## config.mk

```make
export PLATFORM = sky130hd
export DESIGN_NAME = peri_bus_arbiter
export DESIGN_NICKNAME = d
export VERILOG_FILES = /design/src/rtl/peri_bus_arbiter.sv
export SDC_FILE = /design/constraint.sdc
export NUM_CORES = 1
export LEC_CHECK = 0
export CORE_ASPECT_RATIO = 0.9
export CORE_MARGIN = 8
export CORE_UTILIZATION = 35
export CTS_CLUSTER_DIAMETER = 150
export DETAILED_ROUTE_END_ITERATION = 10
export PLACE_DENSITY = 0.8
export SLEW_MARGIN = 20
export SYNTH_ARGS = -nofsm -noshare
export SYNTH_HDL_FRONTEND = slang
export SYNTH_SLANG_ARGS = --single-unit
```

## constraint.sdc

```tcl
create_clock -name clk -period 2.6 [get_ports clk]
set_input_delay 0.52 -clock clk [delete_from_list [all_inputs] [get_ports clk]]
set_output_delay 0.52 -clock clk [all_outputs]
set_load 0.02 [all_outputs]
```

## src/rtl/peri_bus_arbiter.sv

```systemverilog
// Two-master arbiter for the 8-bit peripheral bus. It provides round-robin
// fairness between master 0 (CPU) and master 1 (DMA/bridge). An owner can lock
// the bus for multi-beat sequences. A hold limit stops one master from
// starving the other.
module peri_bus_arbiter #(
  parameter int ADDR_WIDTH = 8,
  parameter int DATA_WIDTH = 8,
  parameter int MAX_HOLD   = 8
) (
  input  logic                  clk,
  input  logic                  reset,
  input  logic                  m0_req,
  input  logic                  m0_lock,
  input  logic                  m0_we,
  input  logic [ADDR_WIDTH-1:0] m0_addr,
  input  logic [DATA_WIDTH-1:0] m0_wdata,
  output logic                  m0_gnt,
  output logic                  m0_ack,
  output logic [DATA_WIDTH-1:0] m0_rdata,
  input  logic                  m1_req,
  input  logic                  m1_lock,
  input  logic                  m1_we,
  input  logic [ADDR_WIDTH-1:0] m1_addr,
  input  logic [DATA_WIDTH-1:0] m1_wdata,
  output logic                  m1_gnt,
  output logic                  m1_ack,
  output logic [DATA_WIDTH-1:0] m1_rdata,
  output logic [ADDR_WIDTH-1:0] bus_addr,
  output logic [DATA_WIDTH-1:0] bus_wdata,
  output logic                  bus_wr_en,
  output logic                  bus_rd_en,
  input  logic [DATA_WIDTH-1:0] bus_rdata,
  output logic [1:0]            owner
);

  localparam int HW = (MAX_HOLD > 0) ? $clog2(MAX_HOLD + 1) : 1;

  typedef enum logic [1:0] {
    IDLE = 2'b00,
    OWN0 = 2'b01,
    OWN1 = 2'b10
  } state_t;

  state_t          state, state_nxt, other_state;
  logic            last_owner, last_nxt;   // 1 = master 1 was granted last
  logic [HW-1:0]   hold_cnt, hold_nxt, hold_inc;
  logic            own_req, own_lock, oth_req, hold_limit;
  logic            beat0, beat1;

  assign beat0  = (state == OWN0) && m0_req;
  assign beat1  = (state == OWN1) && m1_req;
  assign m0_gnt = (state == OWN0);
  assign m1_gnt = (state == OWN1);
  assign owner  = {state == OWN1, state == OWN0};

  // Owner-relative view, so that OWN0 and OWN1 can share one set of rules
  always_comb begin
    own_req     = 1'b0;
    own_lock    = 1'b0;
    oth_req     = 1'b0;
    other_state = IDLE;
    if (state == OWN0) begin
      own_req     = m0_req;
      own_lock    = m0_lock;
      oth_req     = m1_req;
      other_state = OWN1;
    end else if (state == OWN1) begin
      own_req     = m1_req;
      own_lock    = m1_lock;
      oth_req     = m0_req;
      other_state = OWN0;
    end
  end

  assign hold_inc   = (hold_cnt == '1) ? hold_cnt : hold_cnt + HW'(1);
  assign hold_limit = (MAX_HOLD != 0) && ((int'(hold_cnt) + 1) >= MAX_HOLD);

  // Next ownership, hold count and round-robin pointer
  always_comb begin
    state_nxt = state;
    hold_nxt  = '0;
    last_nxt  = last_owner;
    if (state == IDLE) begin
      if (m0_req && m1_req) state_nxt = last_owner ? OWN0 : OWN1;
      else if (m0_req)      state_nxt = OWN0;
      else if (m1_req)      state_nxt = OWN1;
    end else if (!own_req) begin
      state_nxt = oth_req ? other_state : IDLE;
    end else if (!own_lock) begin
      state_nxt = oth_req ? other_state : state;
    end else if (oth_req) begin
      if (hold_limit) state_nxt = other_state;
      else            hold_nxt  = hold_inc;
    end
    if (state_nxt == OWN0)      last_nxt = 1'b0;
    else if (state_nxt == OWN1) last_nxt = 1'b1;
  end

  // State register
  always_ff @(posedge clk) begin
    if (reset) begin
      state      <= IDLE;
      last_owner <= 1'b1;
      hold_cnt   <= '0;
    end else begin
      state      <= state_nxt;
      last_owner <= last_nxt;
      hold_cnt   <= hold_nxt;
    end
  end

  // Route the owning master onto the bus while it requests
  always_comb begin
    bus_addr  = '0;
    bus_wdata = '0;
    bus_wr_en = 1'b0;
    bus_rd_en = 1'b0;
    if (beat0) begin
      bus_addr  = m0_addr;
      bus_wdata = m0_wdata;
      bus_wr_en = m0_we;
      bus_rd_en = ~m0_we;
    end else if (beat1) begin
      bus_addr  = m1_addr;
      bus_wdata = m1_wdata;
      bus_wr_en = m1_we;
      bus_rd_en = ~m1_we;
    end
  end

  // Beat completion: one-cycle ack pulse, and read data captured at the beat edge
  always_ff @(posedge clk) begin
    if (reset) begin
      m0_ack   <= 1'b0;
      m1_ack   <= 1'b0;
      m0_rdata <= '0;
      m1_rdata <= '0;
    end else begin
      m0_ack <= beat0;
      m1_ack <= beat1;
      if (beat0 && !m0_we) m0_rdata <= bus_rdata;
      if (beat1 && !m1_we) m1_rdata <= bus_rdata;
    end
  end

endmodule

```

Word level (Yosys, flattened, before mapping)
Cells that the tools add are included.

storage, ports and cells
  output and inout port bits = 40
  flip-flop bits (word level) = 25
  input bits = 48
  word-level logic and storage cells = 59

operators by class
  mux-type cells = 29
  reductions and logical operators = 10
  equality and inequality tests = 5
  add/subtract/negate cells = 2
  magnitude comparators = 1
  bitwise logic cells = 5

operators with widths
  operator               count
  $mux W8                4
  $mux W2                12
  $mux W1                13
  $reduce_or A6 Y1       1
  $add A4 B1 Y5 const B  1
  $ge A5 B4 Y1 const B   1
  $logic_and A1 B1 Y1    5
  $not A1 Y1             5
  $add A4 B1 Y4 const B  1
  $eq A2 B1 Y1 const B   2
  $eq A2 B2 Y1 const B   2
  $eq A4 B4 Y1 const B   1
  $logic_not A1 Y1       2
  $logic_not A2 Y1       1
  $reduce_bool A2 Y1     1

Depth between registers and ports, before layout
Gate-level depths: netlist of run 1.

  depth in word-level cells = 11
  gate-level depth with buffers = 9

Worst setup path before layout of run 1
Ideal clock, no wire load.

  path type = flip-flop to flip-flop
  from = register hold_cnt[0]
  to = register last_owner
  path buffers = 0
  arrival time = 1,909 ps
  required time = 2,483 ps
  setup slack = 574 ps
  stages on the path, launching flop included = 9
  library setup time = 117 ps
  cells stage by stage = dfxtp_1 -> ha_1 -> nand2b_1 -> mux2i_2 -> a221oi_2 -> or3_1 -> ha_1 -> mux2i_1 -> nand2b_1

on the way
  longest elaborated chain between the ends = 9
  elaborated cells on any way between the ends = 11

RTL lines
  item                                           line    RTL
  start, declared                                46      logic [HW-1:0] hold_cnt, hold_nxt, hold_inc;
  start signal, assigned                         108     hold_cnt <= hold_nxt;
  $add A4 B1 Y5 (*)                              76      assign hold_limit = (MAX_HOLD != 0) && ((int'(hold_cnt) + 1) >= MAX_HOLD);
  $ge A5 B4 Y1 (*)                               76
  $mux W2 (*)                                    92      if (hold_limit) state_nxt = other_state;
  $mux W2 (*)                                    91      end else if (oth_req) begin
  $mux W2 (*)                                    89      end else if (!own_lock) begin
  $mux W2 (*)                                    87      end else if (!own_req) begin
  $mux W2 (*)                                    83      if (state == IDLE) begin
  $eq A2 B1 Y1 or $eq A2 B2 Y1 (tied branches)   95, 96
  $mux W1 or $reduce_bool A2 Y1 (tied branches)  -
  end signal, assigned                           107     last_owner <= last_nxt;
  end, declared                                  45      logic last_owner, last_nxt;

Every way passes the cells marked *; elsewhere a longest branch is shown, timed or not.
A chain may end at the register's enable or synchronous reset.

Final worst setup path of run 1
  from = input m1_req
  to = output bus_rd_en

on the way
  longest elaborated chain between the ends = 3

RTL lines
  item                 line  RTL
  start, declared      20    input logic m1_req,
  $logic_and A1 B1 Y1  51    assign beat1 = (state == OWN1) && m1_req;
  $mux W1              123   end else if (beat1) begin
  $mux W1              118   if (beat0) begin
  end, declared        31    output logic bus_rd_en,

Every way passes these cells.

==> results of run 1 <==
## final timing paths
| check | end | cells after the start |
|---|---|---|
| worst max-delay path | bus_rd_en | 6 |
| worst max register to register | last_owner$_SDFFE_PP1P_ | 8 |
| worst min-delay path | m1_rdata[5]$_SDFFE_PP0P_ | 2 |
| worst min register to register | m1_rdata[5]$_SDFFE_PP0P_ | 2 |
## cell usage in the layout, fill, tap and decap left out, types with 2 or more instances in the layout
master	synthesis	layout
a21oi_1	17	17
clkdlybuf4s50_1	0	69
nor4_1	2	2
clkbuf_8	0	3
mux2i_1	3	3
dfxtp_1	25	25
buf_12	0	2
and2b_1	2	2
nand2_1	38	38
buf_4	2	7
ha_1	3	3
and3b_1	2	2
a22o_1	18	18
nand3_1	2	2
nand2b_1	5	5
dlygate4sd2_1	0	18
nor2b_1	5	5
inv_1	2	2
nor2_1	3	3
## layer usage
metal  routed length, µm  global-route usage [%]  vias up
li1                    -                       -      701
met1                1680                    15.5      629
met2                1790                    23.4       70
met3                 664                    8.99        2
met4                  34                    4.31        0
met5                   0                       0        -
## area by class of cell
class | instances | area (µm²)
multi-input combinational | 113 | 689
clock inverter | 1 | 5.00
fill | 302 | 1190
inverter | 2 | 7.51
clock buffer | 3 | 41.3
sequential | 25 | 500
timing repair buffer | 96 | 941
tap | 44 | 55.1
## timing repair
action / CTS / global route
setup endpoints to repair: 18 / 0
buffers inserted: 0 / 0
resized for setup: 18 / 0
## state kept, by name (all words and copies together), names as in the netlist
| register | cells |
|---|---|
| m1_rdata | 8 |
| m0_ack | 1 |
| state | 2 |
| last_owner | 1 |
| hold_cnt | 4 |
| m0_rdata | 8 |
| m1_ack | 1 |
## worst max-delay path, cell delays in order
cell and delay [ns]:
clkdlybuf4s50_1 0.47, and3b_1 0.20, buf_12 0.16, nand2b_1 0.08
nand2_1 0.10, dlygate4sd2_1 0.36
## power groups by stage
stage | Sequential, mW | Clock, mW | Combinational [mW]
6_report | 0.401 | 0.221 | 0.218
5_1_grt | 0.402 | 0.241 | 0.237
4_1_cts | 0.401 | 0.229 | 0.221
3_5_place_dp | 0.409 | 0 | 0.230
3_3_place_gp | 0.409 | 0 | 0.228
2_1_floorplan | 0.413 | 0 | 0.0881
## kinds of logic (layout without fill, tap and decap cells)
group / after synthesis / after routing / share of synthesized area, %
AND/OR/NAND/NOR: 64 / 64 / 24.1
AO/OA/AOI/OAI: 40 / 40 / 22.9
flip-flops: 25 / 25 / 39.6
buffers and inverters: 14 / 102 / 5.93
multiplexers: 4 / 4 / 3.46
adder cells (fa/ha/maj): 3 / 3 / 2.97
other: 1 / 1 / 0.296
XOR/XNOR: 1 / 1 / 0.693
## per-stage QoR
| stage | worst slack [ns] | instances | setup TNS (ns) |
|---|---|---|---|
| final | 0.189 | 284 | 0 |
| after global routing | 0.105 | 284 | 0 |
| after detailed placement | -0.0966 | 280 | -0.968 |
| after global placement | -0.0537 | 280 | -0.638 |
| after floorplan | 0.574 | 152 | 0 |
| after CTS | 0.181 | 284 | 0 |
==> run_results.csv, run 1 <==
group,metric,value,unit
sta,hold_ws,0.457,ns
floorplanning,num_rows,20,
final_layout,final_util,65.3,%
clock_network,clk_latency,0.26,ns
setup_path,critPathRequiredTime,2.08,ns
logic_synthesis,syn_avg_cell_area,8.32,µm²
place,place_congestion,0.780,
global_route,grt_pass1_vias,1531,
place,io_buffers,87,
sta,finalHoldViolations,0,
drt,wirelength,4160,µm
logic_synthesis,synth_area_leaders,"dfxtp_1 40%, a22o_1 12%, nand2_1 11%, a21oi_1 6.7%, ha_1 3.0%",
setup_path,worstReg2RegStart,"hold_cnt[0]$_SDFFE_PP0N_",
drt,viasPerCell,4.94,
min_path,worstHoldStart,"m1_rdata[5]$_SDFFE_PP0P_",
outcome,status,"finished, final reports clean",
final_layout,area_growth,77.1,%
sta,slew-limit-headroom,56.9,%
final_layout,design_area,0.00224,mm²
logic_synthesis,synth_edf_count,0,
setup_path,r2r_slack,0.39,ns
logic_synthesis,yosysWarnings,0,
drt,routedWlPerCell,14.7,µm
clock_network,htreeDepth,1,
drt,firstDrtPassIters,4,
logic_synthesis,ys_ff_latch,25,
global_route,grt_max_degree,23,
clock_network,hold_buffers,0,
sta,fmaxAchievable,415,MHz
logic_synthesis,synth_commonest_cells,"38 x nand2_1, 25 x dfxtp_1, 18 x a22o_1",
sta,setup_viol,0,
setup_path,startpoint_type,"input pin",
logic_synthesis,syn_nets,203,
floorplanning,die_width,79.4,µm
final_layout,drive_gt1_share,6.67,%
pwr,power.share.sequential,47.7,%
logic_synthesis,syn_inst,152,
setup_path,startpoint,"m1_req",
logic_synthesis,netlist.area_leader.share,39.6,%
logic_synthesis,synthFlopType,"dfxtp_1",
sta,grt_setup_unrepaired,"no",
sta,period_minus_slack,2.41,ns
place,dpl-instance-area,0.00222,mm²
setup_path,crit_type,"input pin to output port",
sta,tightest_slew,0.644,ns
floorplanning,die_y,73.0,µm
global_route,track_usage,14.6,%
logic_synthesis,synth.most_common_cell,"nand2_1",
global_route,grt_pass1_wl,6870,µm
setup_path,arrival,1.89,ns
clock_network,root_buffer,"clkbuf_8",
sta,final.period_utilization,92.7,%
global_route,antenna_found_initial,0,
floorplanning,core_area,0.00343,mm²
run,cap_violations,0,
pwr,power-per-cell-area,375,mW/mm²
drt,drtIter0Drc,56,
clock_network,cts_tree,"yes",
place,place_hpwl,3500,µm
pwr,leakagePower,0.933,nW
pwr,ir_drop,0.207,mV
logic_synthesis,netlist_area,0.00126,mm²
pwr,switchingPower,213,µW
logic_synthesis,synth_top_cell_by_area,"dfxtp_1",
pwr,power,840,µW
clock_network,cts_buffers,3,
setup_path,end_kind,"output port",
final_layout,fin_nets,292,
drt,drc_errors,0,
final_layout,antennaDiodeCount,0,
floorplanning,io_pins,88,
floorplanning,dieArea,0.00580,mm²
pwr,comb_power_share,26.0,%
setup_path,path_max_fanout,22,
clock_network,clk_pin_slew,0.08,ns
floorplanning,start_util,36.9,%
logic_synthesis,seq_area_frac_synth,39.6,%
drt,final_antenna_net_count,0,
pwr,swShare,25.4,%
logic_synthesis,synth_cell_types,32,
sta,skew,0.00447,ns
clock_network,cts_sinks,25,
pwr,pwr-share-clk,26.3,%
pwr,internal-power,626,µW
clock_network,clock_path_buffers,2,
global_route,overflow,0,
min_path,hold_path.class,"flip-flop to flip-flop",
drt,vias,1402,
logic_synthesis,synthArstFlopShare,0,%
sta,drv_slew,0,
No activity file was read; power rests on OpenSTA's default activity.
==> run 2: changes to the inputs <==
--- a/config.mk
+++ b/config.mk
@@ -11,7 +11,6 @@
 export CTS_CLUSTER_DIAMETER = 150
 export DETAILED_ROUTE_END_ITERATION = 10
 export PLACE_DENSITY = 0.8
-export SLEW_MARGIN = 20
 export SYNTH_ARGS = -nofsm -noshare
 export SYNTH_HDL_FRONTEND = slang
 export SYNTH_SLANG_ARGS = --single-unit
==> results of run 2 <==
Same layout as run 1: the final DEF is identical, and so are final timing and power.
==> run 3: changes to the inputs <==
--- a/config.mk
+++ b/config.mk
@@ -10,6 +10,7 @@
 export CORE_UTILIZATION = 35
 export CTS_CLUSTER_DIAMETER = 150
 export DETAILED_ROUTE_END_ITERATION = 10
+export HOLD_SLACK_MARGIN = 0.05
 export PLACE_DENSITY = 0.8
 export SYNTH_ARGS = -nofsm -noshare
 export SYNTH_HDL_FRONTEND = slang
==> results of run 3 <==
Same layout as run 1: the final DEF is identical, and so are final timing and power.
